--- config.mk ---
export PLATFORM = sky130hd
export DESIGN_NAME = mem_lsu
export DESIGN_NICKNAME = d
export VERILOG_FILES = /design/src/rtl/mem_lsu.sv
export SDC_FILE = /design/constraint.sdc
export NUM_CORES = 1
export LEC_CHECK = 0
export CAP_MARGIN = 10
export CELL_PAD_IN_SITES_DETAIL_PLACEMENT = 1
export CELL_PAD_IN_SITES_GLOBAL_PLACEMENT = 2
export CORE_MARGIN = 1
export CORE_UTILIZATION = 18
export DETAILED_ROUTE_END_ITERATION = 8
export PLACE_DENSITY_LB_ADDON = 0.2
export SLEW_MARGIN = 15
export SYNTH_ARGS = -nofsm -noshare
export SYNTH_HDL_FRONTEND = slang
export SYNTH_SLANG_ARGS = --single-unit
--- constraint.sdc ---
create_clock -name clk -period 2 [get_ports clk]
set_input_delay 0.4 -clock clk [delete_from_list [all_inputs] [get_ports clk]]
set_output_delay 0.4 -clock clk [all_outputs]
set_load 0.02 [all_outputs]
--- src/rtl/mem_lsu.sv ---
`default_nettype none
// =============================================================================
// mem_lsu : byte-serial RV32I load/store unit in front of a byte-wide RAM.
// Optional macro MEM_MISALIGN_CHECK_EN rejects misaligned half/word accesses.
// Revision: 1.0
// =============================================================================
module mem_lsu #(
  parameter int ADDR_W = 17,
  parameter int RA_W   = 5
) (
  input  logic              clk,
  input  logic              rst,
  input  logic [RA_W-1:0]   wd_i,
  input  logic              wreg_i,
  input  logic [31:0]       wdata_i,
  input  logic              ld_i,
  input  logic              st_i,
  input  logic [2:0]        funct3_i,
  input  logic [ADDR_W-1:0] addr_i,
  input  logic [31:0]       sdata_i,
  output logic              ram_req_o,
  output logic              ram_we_o,
  output logic [ADDR_W-1:0] ram_addr_o,
  output logic [7:0]        ram_wdata_o,
  input  logic [7:0]        ram_rdata_i,
  input  logic              ram_ack_i,
  output logic [RA_W-1:0]   wd_o,
  output logic              wreg_o,
  output logic [31:0]       wdata_o,
  output logic              stall_o,
  output logic              misalign_o
);

  typedef enum logic [1:0] {
    S_IDLE = 2'd0,
    S_XFER = 2'd1,
    S_DONE = 2'd2
  } state_t;

  state_t      r_state;
  state_t      w_state_nxt;
  logic [1:0]  r_k;
  logic [31:0] r_asm;

  logic        w_is_byte;
  logic        w_is_half;
  logic        w_is_word;
  logic        w_legal_size;
  logic        w_req;
  logic        w_misalign;
  logic        w_go;
  logic [1:0]  w_last_k;
  logic        w_last;
  logic [31:0] w_ext;

  assign w_is_byte    = (funct3_i[1:0] == 2'b00);
  assign w_is_half    = (funct3_i[1:0] == 2'b01);
  assign w_is_word    = (funct3_i == 3'b010);
  assign w_legal_size = w_is_byte | w_is_half | w_is_word;
  assign w_req        = ld_i ^ st_i;

`ifdef MEM_MISALIGN_CHECK_EN
  assign w_misalign = w_req & ((w_is_half & addr_i[0]) |
                               (w_is_word & (addr_i[1:0] != 2'b00)));
`else
  assign w_misalign = 1'b0;
`endif

  assign w_go     = w_req & w_legal_size & ~w_misalign;
  assign w_last_k = w_is_byte ? 2'd0 : (w_is_half ? 2'd1 : 2'd3);
  assign w_last   = (r_k == w_last_k);

  // Unsigned variants (LBU/LHU) have funct3[2] set and suppress the sign fill.
  always_comb begin
    w_ext = r_asm;
    if (w_is_byte) begin
      w_ext = {{24{~funct3_i[2] & r_asm[7]}}, r_asm[7:0]};
    end else if (w_is_half) begin
      w_ext = {{16{~funct3_i[2] & r_asm[15]}}, r_asm[15:0]};
    end
  end

  always_ff @(posedge clk) begin
    if (rst) begin
      r_state <= S_IDLE;
    end else begin
      r_state <= w_state_nxt;
    end
  end

  always_ff @(posedge clk) begin
    if (rst) begin
      r_k   <= 2'd0;
      r_asm <= 32'd0;
    end else if ((r_state == S_IDLE) && w_go) begin
      r_k   <= 2'd0;
      r_asm <= 32'd0;
    end else if ((r_state == S_XFER) && ram_ack_i) begin
      if (ld_i) begin
        r_asm[{r_k, 3'b000} +: 8] <= ram_rdata_i;
      end
      r_k <= w_last ? 2'd0 : (r_k + 2'd1);
    end
  end

  always_comb begin
    w_state_nxt = r_state;
    ram_req_o   = 1'b0;
    ram_we_o    = 1'b0;
    ram_addr_o  = '0;
    ram_wdata_o = 8'd0;
    wd_o        = wd_i;
    wreg_o      = wreg_i;
    wdata_o     = wdata_i;
    stall_o     = 1'b0;
    misalign_o  = 1'b0;

    case (r_state)
      S_IDLE: begin
        if (ld_i | st_i) begin
          wreg_o = 1'b0;
          if (w_go) begin
            stall_o     = 1'b1;
            w_state_nxt = S_XFER;
          end else begin
            misalign_o = w_misalign;
          end
        end
      end
      S_XFER: begin
        stall_o     = 1'b1;
        wreg_o      = 1'b0;
        ram_req_o   = 1'b1;
        ram_we_o    = st_i;
        ram_addr_o  = addr_i + {{(ADDR_W-2){1'b0}}, r_k};
        ram_wdata_o = st_i ? sdata_i[{r_k, 3'b000} +: 8] : 8'd0;
        if (ram_ack_i && w_last) begin
          w_state_nxt = S_DONE;
        end
      end
      S_DONE: begin
        w_state_nxt = S_IDLE;
        if (ld_i) begin
          wreg_o  = wreg_i;
          wdata_o = w_ext;
        end else begin
          wreg_o  = 1'b0;
          wdata_o = 32'd0;
        end
      end
      default: begin
        w_state_nxt = S_IDLE;
      end
    endcase

    // Reset overrides everything so an in-flight store is abandoned cleanly.
    if (rst) begin
      w_state_nxt = S_IDLE;
      ram_req_o   = 1'b0;
      ram_we_o    = 1'b0;
      ram_addr_o  = '0;
      ram_wdata_o = 8'd0;
      wd_o        = '0;
      wreg_o      = 1'b0;
      wdata_o     = 32'd0;
      stall_o     = 1'b0;
      misalign_o  = 1'b0;
    end
  end

endmodule
`default_nettype wire

* Yosys cells after proc, flatten, opt, wreduce, memory -nomap -nowiden *
Index checks and enable logic that the tools add are counted.

storage, ports and cells
  register bits = 36
  input port bits = 103
  word-level logic and storage cells = 64

operators by class
  $add $sub $neg = 3
  equal/unequal tests = 8
  shift-type cells = 3
  mux-type cells = 31
  bitwise operators = 8
  reductions and logical operators = 8

operators with widths
  kind                                                  number
  2-to-1 mux 32 bit                                     5
  2-to-1 mux 17 bit                                     2
  bitwise mux 32 bit                                    1
  variable shift 8 x 7 -> 32 bit, first input constant  1
  indexed part select 32 x 6 -> 8 bit                   1
  indexed part select 8 x 7 -> 32 bit                   1
  2-to-1 mux 8 bit                                      3
  adder 17 x 2 -> 17 bit                                1
  2-to-1 mux 2 bit                                      6
  2-to-1 mux 1 bit                                      10
  negation 5 -> 7 bit                                   1
  2-to-1 mux 5 bit                                      1
  equality test 2 x 1 -> 1 bit, second input constant   2
  zero test 2 bit                                       2
  != test 2 x 1 -> 1 bit, second input constant         2
  one-hot mux 2 bit (2 select lines)                    1
  bitwise AND 1 bit                                     3
  equality test 3 x 2 -> 1 bit, second input constant   1
  logical AND 1 bit                                     3
  bitwise OR 1 bit                                      3
  one-hot mux 1 bit (3 select lines)                    1
  AND reduction 3 bit                                   1
  adder 2 x 1 -> 2 bit, second input constant           1
  equality test 2 bit                                   1
  7 further kinds                                       7

* Longest topological paths before layout *
Gate-level depths: netlist of the first run.

  depth after elaboration = 8
  mapped depth = 9

* Worst setup path after synthesis of the first run *
No wires, ideal clock.

  path type = in2out
  start point = in addr_i[0]
  end point = out ram_addr_o[14]
  arrival = 1.885 ns
  required time = 1.600 ns
  slack = -0.285 ns
  stages = 5
  path through = ha_1 fa_1 nand2_1 nor4_4 a2111oi_2

on the way
  word-level cells in the longest chain between the ends = 3

ends and longest elaborated chain
  what                    RTL line  RTL
  start: declaration      19        input logic [ADDR_W-1:0] addr_i,
  adder 17 x 2 -> 17 bit  135       ram_addr_o = addr_i + {{(ADDR_W-2){1'b0}}, r_k};
  2-to-1 mux 17 bit       118       case (r_state)
  2-to-1 mux 17 bit       157       if (rst) begin
  end: declaration        23        output logic [ADDR_W-1:0] ram_addr_o,

Every way passes these cells.

* Final worst setup path of the first run *
  start point = reg r_k[0]
  end point = out ram_addr_o[14]

on the way
  word-level cells in the longest chain between the ends = 3

ends and longest elaborated chain
  what                      RTL line  RTL
  start: declaration        42        logic [1:0] r_k;
  start signal: assignment  102       r_k <= w_last ? 2'd0 : (r_k + 2'd1);
  adder 17 x 2 -> 17 bit    135
  2-to-1 mux 17 bit         118
  2-to-1 mux 17 bit         157

Every way passes these cells.

==> results.yml, run 1 <==
setup_path:
  crit_type: "register to primary output"
  worstPathArrival_ps: 1930
  path_delay_family: "adder cells"
  worstSetupStartpointType: "register"
  cp_cell_sequence: "ha_4 > fa_2 > nand2_4 > nor4_4 > buf_4 > a2111oi_4 > buf_4"
  r2r_start: "r_k[0]$_SDFFE_PP0P_"
  cpPeakStageDelay_ps: 370
  cp_max_fo: 2
  cp-end-kind: "primary output"
  required_ps: 1600
  reg2reg_depth: 11
  slowest_stage: "fa_2"
  r2r_end: "r_asm[4]$_SDFFE_PP0P_"
  startpoint: "r_k[0]$_SDFFE_PP0P_"
  cp_common_cell: "buf_4"
  cp_num_buf_inv: 2
  reg2reg_slack_ps: 80
global_route:
  grt_util_all_layers_pct: 16.3
  grt_pass1_wl_um: 22800
  grt_max_degree: 40
  antenna_found_initial: 1
  overflow: 0
  first_global_vias: 4212
run_status:
  violations: "setup timing"
  status: "complete, but fails checks"
clocking:
  cts_buffer_depth: 2
  clkSlewWorstSetupHoldPaths_ps: 50
  clock_sinks: 36
  cts_root_buffer: "clkbuf_16"
  cts_tree: "built"
  insertion_delay_ps: 280
  numCtsBuffers: 5
  ctsHtreeMaxLevel: 2
placed_design:
  place_congestion: 0.743
  portBuffers: 168
  dpl-instance-area_mm2: 0.00538
  place_inst: 819
  dpl.hpwl_um: 10600
drt:
  drt_iter0_drc: 55
  wl_met2_um: 7710
  totalWireLength_um: 14800
  routedWlPerCell_um: 17.0
  via_per_inst: 4.51
  ant_nets: 0
  top_layer: "met4"
  drc: 0
  first_pass_iters: 4
  vias: 3926
  dr_wl_met3_um: 488
  met1_length_um: 6490
final_layout:
  fill_cells: 1893
  layout.cells.non_filler: 871
  utilization_pct: 41.1
  finish.instance_area_mm2: 0.00681
  drive_gt1_share_pct: 47.2
  final_nets: 761
  area_growth_pct: 124
timing:
  clock.fmax_mhz: 428
  post-route-period-util_pct: 117
  hold_violations: 0
  whs_ps: 451
  fin_skew_ps: 4.42
  drv_slew: 0
  finalSetupViolations: 47
  period_needed_ps: 2330
  worst_slack_ps: -334
  rsz0062_at_grt: "true"
synth:
  syn-instance-count: 407
  synth-async-reset-ratio_pct: 0
  synth.cell_area_mm2: 0.00305
  synth_top_flop_cell: "dfxtp_1"
  synth-edff-count: 0
  yosysSeqAreaShare_pct: 23.7
  syn_avg_cell_area_um2: 7.49
  yosysUniqueCellTypes: 52
  synth_nets: 519
  ys_ff_latch: 36
  yosys_warnings: 0
floorplanning:
  die_w_um: 132
  ios: 170
  start_util_pct: 18.4
  fp-row-count: 47
  die-area_mm2: 0.0175
  dieHeight_um: 132
  core_mm2: 0.0166
hold_path:
  worstHoldPathType: "register to register"
  min-delay-start: "r_asm[20]$_SDFFE_PP0P_"
  whs_endpoint: "r_asm[20]$_SDFFE_PP0P_"
  hold_depth: 2
job:
  maxCapViolations: 0
power:
  power.density_mw_per_mm2: 364
  p_leak_nw: 2.81
  vdd_drop_max_mv: 0.297
[repair_timing]
item / 4_1_cts / 5_1_grt
gates cloned: 5 / 1
endpoints found under the setup margin: 68 / 87
hold buffers: 0 / 0
resized for setup: 424 / 148
pin swaps: 45 / 61
setup buffers: 26 / 16
endpoints found under the hold margin: 0 / 0
[kinds of logic (layout without fill, tap and decap cells)]
family / Yosys count / after routing / share of synthesized area [%]
flip-flops: 36 / 36 / 23.7
multiplexers: 9 / 9 / 6.24
AND/OR/NAND/NOR: 203 / 203 / 37.2
other: 1 / 2 / 0.123
XOR/XNOR: 9 / 9 / 2.59
AO/OA/AOI/OAI: 97 / 97 / 20.1
buffers and inverters: 43 / 286 / 6.20
adder cells (fa/ha/maj): 9 / 9 / 3.94
[cell type report]
type	count	area, um^2	share of cell area (%)
Timing Repair Buffer	270	2720	39.9
Multi-Input combinational cell	328	2900	42.6
Inverter	8	37.5	0.551
Tap cell	220	275	4.04
Clock buffer	8	146	2.15
Sequential cell	36	733	10.8
Antenna cell	1	2.50	0.0367
[cells in the final DEF, fill, tap and decap left out, types with 5 or more instances in the layout]
| cell type | instances |
|---|---|
| and3_4 | 8 |
| dfxtp_1 | 30 |
| clkdlybuf4s50_1 | 85 |
| clkbuf_16 | 7 |
| buf_6 | 47 |
| nand3b_1 | 17 |
| buf_12 | 11 |
| nor2b_1 | 21 |
| a21oi_1 | 31 |
| nand2_4 | 14 |
| o211ai_1 | 8 |
| nand3_1 | 34 |
| nand3_2 | 9 |
| nand2_1 | 44 |
| mux4_2 | 8 |
| buf_4 | 94 |
| o41ai_4 | 13 |
| and2_1 | 5 |
| a21oi_2 | 22 |
| nor2_1 | 13 |
| dlygate4sd2_1 | 8 |
| xnor2_1 | 7 |
[per-layer routing]
layer	track usage [%]	up-vias
li1	-	1958
met1	20.5	1881
met3	2.15	6
met4	2.07	0
met5	0	-
met2	30.1	81
[power breakdown]
part,internal (mW),switching (mW),total [mW]
Sequential,0.721,0.00444,0.726
Combinational,0.518,0.449,0.967
Clock,0.497,0.287,0.784
Total,1.74,0.741,2.48
[metrics by stage]
step / power, mW / TNS [ps] / worst slack (ps)
global route: 2.60 / -9310 / -407
CTS: 2.40 / -6240 / -357
global placement: 1.52 / -47220 / -1210
floorplan: 1.05 / -1150 / -99.4
detailed placement: 1.53 / -47850 / -1240
finish: 2.48 / -5860 / -334
[cells in the mapped netlist (all sizes together), types with 5 or more instances]
| cell | number | area share [%] |
|---|---|---|
| o41ai | 16 | 4.6 |
| nor2 | 17 | 2.2 |
| nand3b | 17 | 4.2 |
| a21oi | 57 | 9.4 |
| nor3 | 5 | 0.99 |
| dfxtp | 36 | 24 |
| clkbuf | 21 | 2.6 |
| ha | 8 | 3.3 |
| and2 | 7 | 1.4 |
| nor2b | 24 | 4.9 |
| o211ai | 8 | 2.0 |
| mux4 | 8 | 5.9 |
| nand3 | 44 | 7.6 |
| nand2 | 60 | 7.4 |
| xnor2 | 7 | 2.0 |
| buf | 14 | 2.6 |
| and3 | 10 | 2.1 |
| inv | 7 | 0.86 |
[registers in the layout, summed over array words and instances, names as in the netlist]
name	flops
r_asm	32
r_k	2
r_state	2
[worst reg2reg max path: stages (launching register included)]
cell and delay [ps]:
dfxtp_4 360, buf_4 140, buf_6 120, buf_16 130, buf_6 140, inv_4 80
ha_2 180, buf_4 120, nor3b_2 170, buf_6 160, nand3_1 100, a21oi_2 160
[worst max-delay path by stage]
stage	endpoint	slack [ps]	cells after the start
CTS	ram_addr_o[16]	-360	8
global placement	ram_addr_o[16]	-1210	8
global route	ram_addr_o[14]	-410	7
detailed placement	ram_addr_o[16]	-1240	8
finish	ram_addr_o[14]	-330	7
floorplan	wdata_o[21]	-100	5
Note: power is estimated with default switching activity, not from simulation.
==> run 2, diff against run 1 <==
==> constraint.sdc (replaced) <==
create_clock -name clk -period 2 [get_ports clk]
set_input_delay 0.2 -clock clk [delete_from_list [all_inputs] [get_ports clk]]
set_output_delay 0.2 -clock clk [all_outputs]
set_load 0.02 [all_outputs]
==> results.yml, run 2 (synthesized netlist as in run 1, its figures left out) <==
run_status:
  status: "complete, but fails checks"
  violations: "setup timing"
floorplanning:
  fp-row-count: 47
  die_w_um: 132
  start_util_pct: 18.4
  ios: 170
  dieHeight_um: 132
  die-area_mm2: 0.0175
  core_mm2: 0.0166
clocking:
  clock_sinks: 36
  clkSlewWorstSetupHoldPaths_ps: 60
  cts_tree: "built"
  cts_root_buffer: "clkbuf_16"
  cts_buffer_depth: 2
  ctsHtreeMaxLevel: 2
  holdBufCountCts: 0
  insertion_delay_ps: 280
  numCtsBuffers: 5
drt:
  via_per_inst: 4.51
  drc: 0
  vias: 3753
  ant_nets: 0
  drt_iter0_drc: 80
  first_pass_iters: 4
  routedWlPerCell_um: 16.3
  totalWireLength_um: 13600
placed_design:
  place_inst: 811
  portBuffers: 168
  dpl.hpwl_um: 10300
  dp_slack_ps: -761
  place_congestion: 0.828
timing:
  tightest_slew_ps: 765
  hold_violations: 0
  whs_ps: 459
  post-route-period-util_pct: 106
  fin_skew_ps: 7.97
  maxSlewHeadroom_pct: 49.0
  clock.fmax_mhz: 473
  drv_slew: 0
  period_needed_ps: 2110
  tns_ps: -364
  worst_slack_ps: -114
  rsz0062_at_grt: "true"
  finalSetupViolations: 8
hold_path:
  min-delay-start: "r_asm[5]$_SDFFE_PP0P_"
  whs_endpoint: "r_asm[5]$_SDFFE_PP0P_"
  hold_depth: 2
  worstHoldPathType: "register to register"
setup_path:
  crit_type: "register to primary output"
  startpoint: "r_k[0]$_SDFFE_PP0P_"
  cp_max_fo: 3
  worstPathArrival_ps: 1910
  worstSetupStartpointType: "register"
  r2r_start: "r_k[0]$_SDFFE_PP0P_"
  reg2reg_depth: 9
  r2r_end: "r_asm[22]$_SDFFE_PP0P_"
  reg2reg_slack_ps: 160
  required_ps: 1800
  cp-end-kind: "primary output"
global_route:
  grt_max_degree: 40
  first_global_vias: 3921
  overflow: 0
  grt_pass1_wl_um: 21300
  antenna_found_initial: 0
  grt_util_all_layers_pct: 15.2
final_layout:
  register_area_um2: 728
  largest_reg_flops: 32
  final_nets: 724
  area_growth_pct: 84.6
  top_register: "r_asm"
  drive_gt1_share_pct: 31.5
  multi_input_area_mm2: 0.00236
  most-common-layout-cells: "clkdlybuf4s50_1 (98), buf_4 (62), nand2_1 (59), a21oi_1 (49), nand3_1 (43)"
  final_common_cell: "clkdlybuf4s50_1"
  fill_cells: 1987
  reg_top3: "r_asm x32, r_k x2, r_state x2"
  layout.cells.non_filler: 833
  antennaDiodeCount: 0
power:
  vdd_drop_max_mv: 0.283
  power.density_mw_per_mm2: 423
  p_leak_nw: 2.21
job:
  maxCapViolations: 0
[run 2: cell types whose count changed in the layout (fill, tap and decap cells not counted), sizes merged]
cell | previous run | this run
bufinv | 0 | 1
dlygate4sd2 | 8 | 9
clkdlybuf4s15 | 7 | 4
clkinvlp | 0 | 1
dlymetal6s2s | 4 | 0
inv | 7 | 8
diode | 1 | 0
clkbuf | 12 | 11
clkdlybuf4s50 | 85 | 98
buf | 162 | 116
[run 2: where the power goes]
group	leakage (nW)	internal [mW]	switching (mW)
clock network	0.0798	0.585	0.305
registers	0.292	0.721	0.00331
logic	1.84	0.402	0.365
total	2.21	1.71	0.673
[run 2: metrics by stage]
| stage | power [mW] | utilization (%) | area, um^2 |
|---|---|---|---|
| 6_report | 2.38 | 33.9 | 5630 |
| 5_1_grt | 2.49 | 33.9 | 5630 |
| 4_1_cts | 2.39 | 33.1 | 5490 |
| 3_5_place_dp | 1.51 | 31.9 | 5290 |
| 3_3_place_gp | 1.51 | 31.9 | 5290 |
| 2_1_floorplan | 1.05 | - | 3060 |
[run 2: worst max path at each step]
stage | depth (start not counted) | endpoint | slack [ps]
finish | 7 | ram_addr_o[14] | -110
global route | 8 | ram_addr_o[14] | -210
CTS | 7 | ram_addr_o[14] | -220
detailed placement | 8 | ram_addr_o[7] | -760
global placement | 8 | ram_addr_o[14] | -740
floorplan | 6 | ram_addr_o[14] | 20
[run 2: repair_timing]
item | in CTS | in global routing
setup buffers | 9 | 3
cloned | 0 | 2
setup endpoints to repair | 62 | 66
pin swaps | 13 | 13
resized for setup | 281 | 57
[run 2: final cells by class]
type,instances,area share (%)
repair buffers,233,36.6
clock inverters,3,0.756
clock buffers,5,2.22
well taps,220,4.89
multi-input cells,328,42.0
inverters,8,0.578
flip-flops and latches,36,12.9
[run 2: worst max-delay path, stage by stage (launching register included)]
cell,delay [ps]
dfxtp_4,350
ha_4,160
fa_2,360
nand2_4,100
nor4_4,40
buf_4,150
a2111oi_4,280
buf_4,190
[run 2: routing by layer]
layer,GRT usage [%],vias up,wire [um]
li1,-,1878,-
met1,19.7,1775,6280
met2,26.4,89,6650
met3,2.77,11,554
met5,0,-,0
met4,2.65,0,131
==> run 3, diff against run 2 <==
==> constraint.sdc (replaced) <==
create_clock -name clk -period 1.8 [get_ports clk]
set_input_delay 0.18 -clock clk [delete_from_list [all_inputs] [get_ports clk]]
set_output_delay 0.18 -clock clk [all_outputs]
set_load 0.02 [all_outputs]
==> results.yml, run 3 (synthesized netlist as in run 1, its figures left out) <==
run_status:
  status: "complete, but fails checks"
  violations: "setup timing"
setup_path:
  worstSetupStartpointType: "register"
  reg2reg_depth: 10
  reg2reg_slack_ps: -110
  cp-end-kind: "primary output"
  r2r_end: "r_state[0]$_SDFFE_PP0P_"
  r2r_start: "r_k[0]$_SDFFE_PP0P_"
  worstPathArrival_ps: 1930
  critPathCapture: "ram_addr_o[14]"
  cp_max_fo: 4
  required_ps: 1620
  crit_type: "register to primary output"
  startpoint: "r_k[0]$_SDFFE_PP0P_"
power:
  net-switching-power_mw: 0.852
  power_frac_seq_pct: 28.8
  power.share.clock_pct: 31.7
  vdd_drop_max_mv: 0.330
  p_int_mw: 1.95
  power.density_mw_per_mm2: 400
  finalPower_mw: 2.80
  p_sw_share_pct: 30.4
  combPwrFrac_pct: 39.5
  p_leak_nw: 2.75
global_route:
  grt_pass1_wl_um: 22800
  grt_util_all_layers_pct: 16.4
  first_global_vias: 4158
  grt_max_degree: 40
  overflow: 0
  antenna_found_initial: 0
clocking:
  clock_sinks: 36
  insertion_delay_ps: 280
  cts_tree: "built"
  numCtsBuffers: 5
  cts_buffer_depth: 2
  holdBufCountCts: 0
  cts_root_buffer: "clkbuf_16"
  ctsHtreeMaxLevel: 2
  clkSlewWorstSetupHoldPaths_ps: 50
drt:
  drt_iter0_drc: 90
  drc: 0
  first_pass_iters: 4
  routedWlPerCell_um: 17.4
  ant_nets: 0
  via_per_inst: 4.63
  totalWireLength_um: 15200
  vias: 4054
timing:
  finalSetupViolations: 68
  clock.fmax_mhz: 474
  tightest_slew_ps: 563
  worst_slack_ps: -310
  drv_slew: 0
  fin_skew_ps: 6.80
  hold_violations: 0
  period_needed_ps: 2110
  post-route-period-util_pct: 117
  rsz0062_at_grt: "true"
  maxSlewHeadroom_pct: 62.5
floorplanning:
  dieHeight_um: 132
  fp-row-count: 47
  die-area_mm2: 0.0175
  ios: 170
  die_w_um: 132
  core_mm2: 0.0166
  start_util_pct: 18.4
placed_design:
  place_congestion: 0.790
  portBuffers: 168
  dpl-instance-area_mm2: 0.00546
  dpl.hpwl_um: 10800
final_layout:
  largest_reg_flops: 32
  most-common-layout-cells: "clkdlybuf4s50_1 (99), buf_4 (98), nand2_1 (42), buf_6 (42), a21oi_2 (40)"
  fill_cells: 1900
  final_nets: 766
  drive_gt1_share_pct: 51.3
  top_register: "r_asm"
  antennaDiodeCount: 0
  final_common_cell: "clkdlybuf4s50_1"
  reg_top3: "r_asm x32, r_k x2, r_state x2"
  finish.instance_area_mm2: 0.00699
  area_growth_pct: 129
job:
  maxCapViolations: 0
hold_path:
  worstHoldPathType: "register to register"
run 3: cell types whose count changed in the layout (fill, tap and decap cells not counted), moves of 10 or more:
cell     change
a21oi_2     +34
buf_4       +36
nand2_4     +16
nand3_2     +16
a21oi_1     -34
buf_6       +30
buf_12      +10
nand2_1     -17
nand3_1     -22
buf_2       -29
run 3: final cells by class:
| type | count | area (um^2) | share of cell area [%] |
|---|---|---|---|
| Sequential cell | 36 | 733 | 10.5 |
| Clock inverter | 1 | 7.51 | 0.107 |
| Clock buffer | 7 | 143 | 2.04 |
| Timing Repair Buffer | 275 | 2720 | 38.9 |
| Inverter | 8 | 38.8 | 0.555 |
| Tap cell | 220 | 275 | 3.94 |
| Multi-Input combinational cell | 328 | 3070 | 44.0 |
run 3: critical path: stages (launching register included):
cell and delay, ps:
dfxtp_4 370, ha_4 130, fa_2 220, nand2_4 60
nor4_4 240, buf_4 190, a21oi_2 60, a2111oi_4 190
buf_4 190
run 3: worst min-delay path by stage:
stage / slack, ps / cells after the start / startpoint / end
after detailed placement: 450 / 2 / r_asm[0]$_SDFFE_PP0P_ / r_asm[0]$_SDFFE_PP0P_
after global routing: 470 / 2 / r_asm[13]$_SDFFE_PP0P_ / r_asm[13]$_SDFFE_PP0P_
final: 460 / 2 / r_asm[13]$_SDFFE_PP0P_ / r_asm[13]$_SDFFE_PP0P_
after global placement: 440 / 2 / r_asm[3]$_SDFFE_PP0P_ / r_asm[3]$_SDFFE_PP0P_
after CTS: 460 / 2 / r_asm[17]$_SDFFE_PP0P_ / r_asm[17]$_SDFFE_PP0P_
after floorplan: 330 / 1 / ram_ack_i / r_state[1]$_SDFFE_PP0P_
run 3: repair_timing:
item,CTS,global route
gates resized for setup,351,207
buffers inserted,18,30
gates cloned,4,1
pin swaps,30,81
setup endpoints to repair,92,89
endpoints found under the hold margin,0,0
run 3: power groups by stage:
stage                     Clock [mW]  Sequential, mW  Combinational [mW]
after CTS                      0.902           0.807               0.937
final                          0.886           0.806                1.11
after floorplan                    0           0.824               0.353
after detailed placement           0           0.825               0.894
after global placement             0           0.825               0.879
after global routing           0.936           0.807                1.17
run 3: per-layer routing:
metal	vias up	share of wire (%)	GRT usage, %
met5	-	0	0
met4	0	0.60	3.17
met3	6	3.7	2.27
met2	95	52	29.3
met1	1981	44	20.8
li1	1972	-	-
run 3: metrics by stage:
step | hold slack [ps] | std cells | setup TNS [ps] | worst slack, ps | utilization (%)
after global placement | 443 | 819 | -32350 | -866 | 32.9
after global routing | 468 | 875 | -12610 | -412 | 42.1
after detailed placement | 450 | 819 | -34460 | -907 | 32.9
after floorplan | 326 | 407 | -197 | -37.7 | -
final | 457 | 875 | -6810 | -310 | 42.1
after CTS | 457 | 848 | -7160 | -323 | 36.3
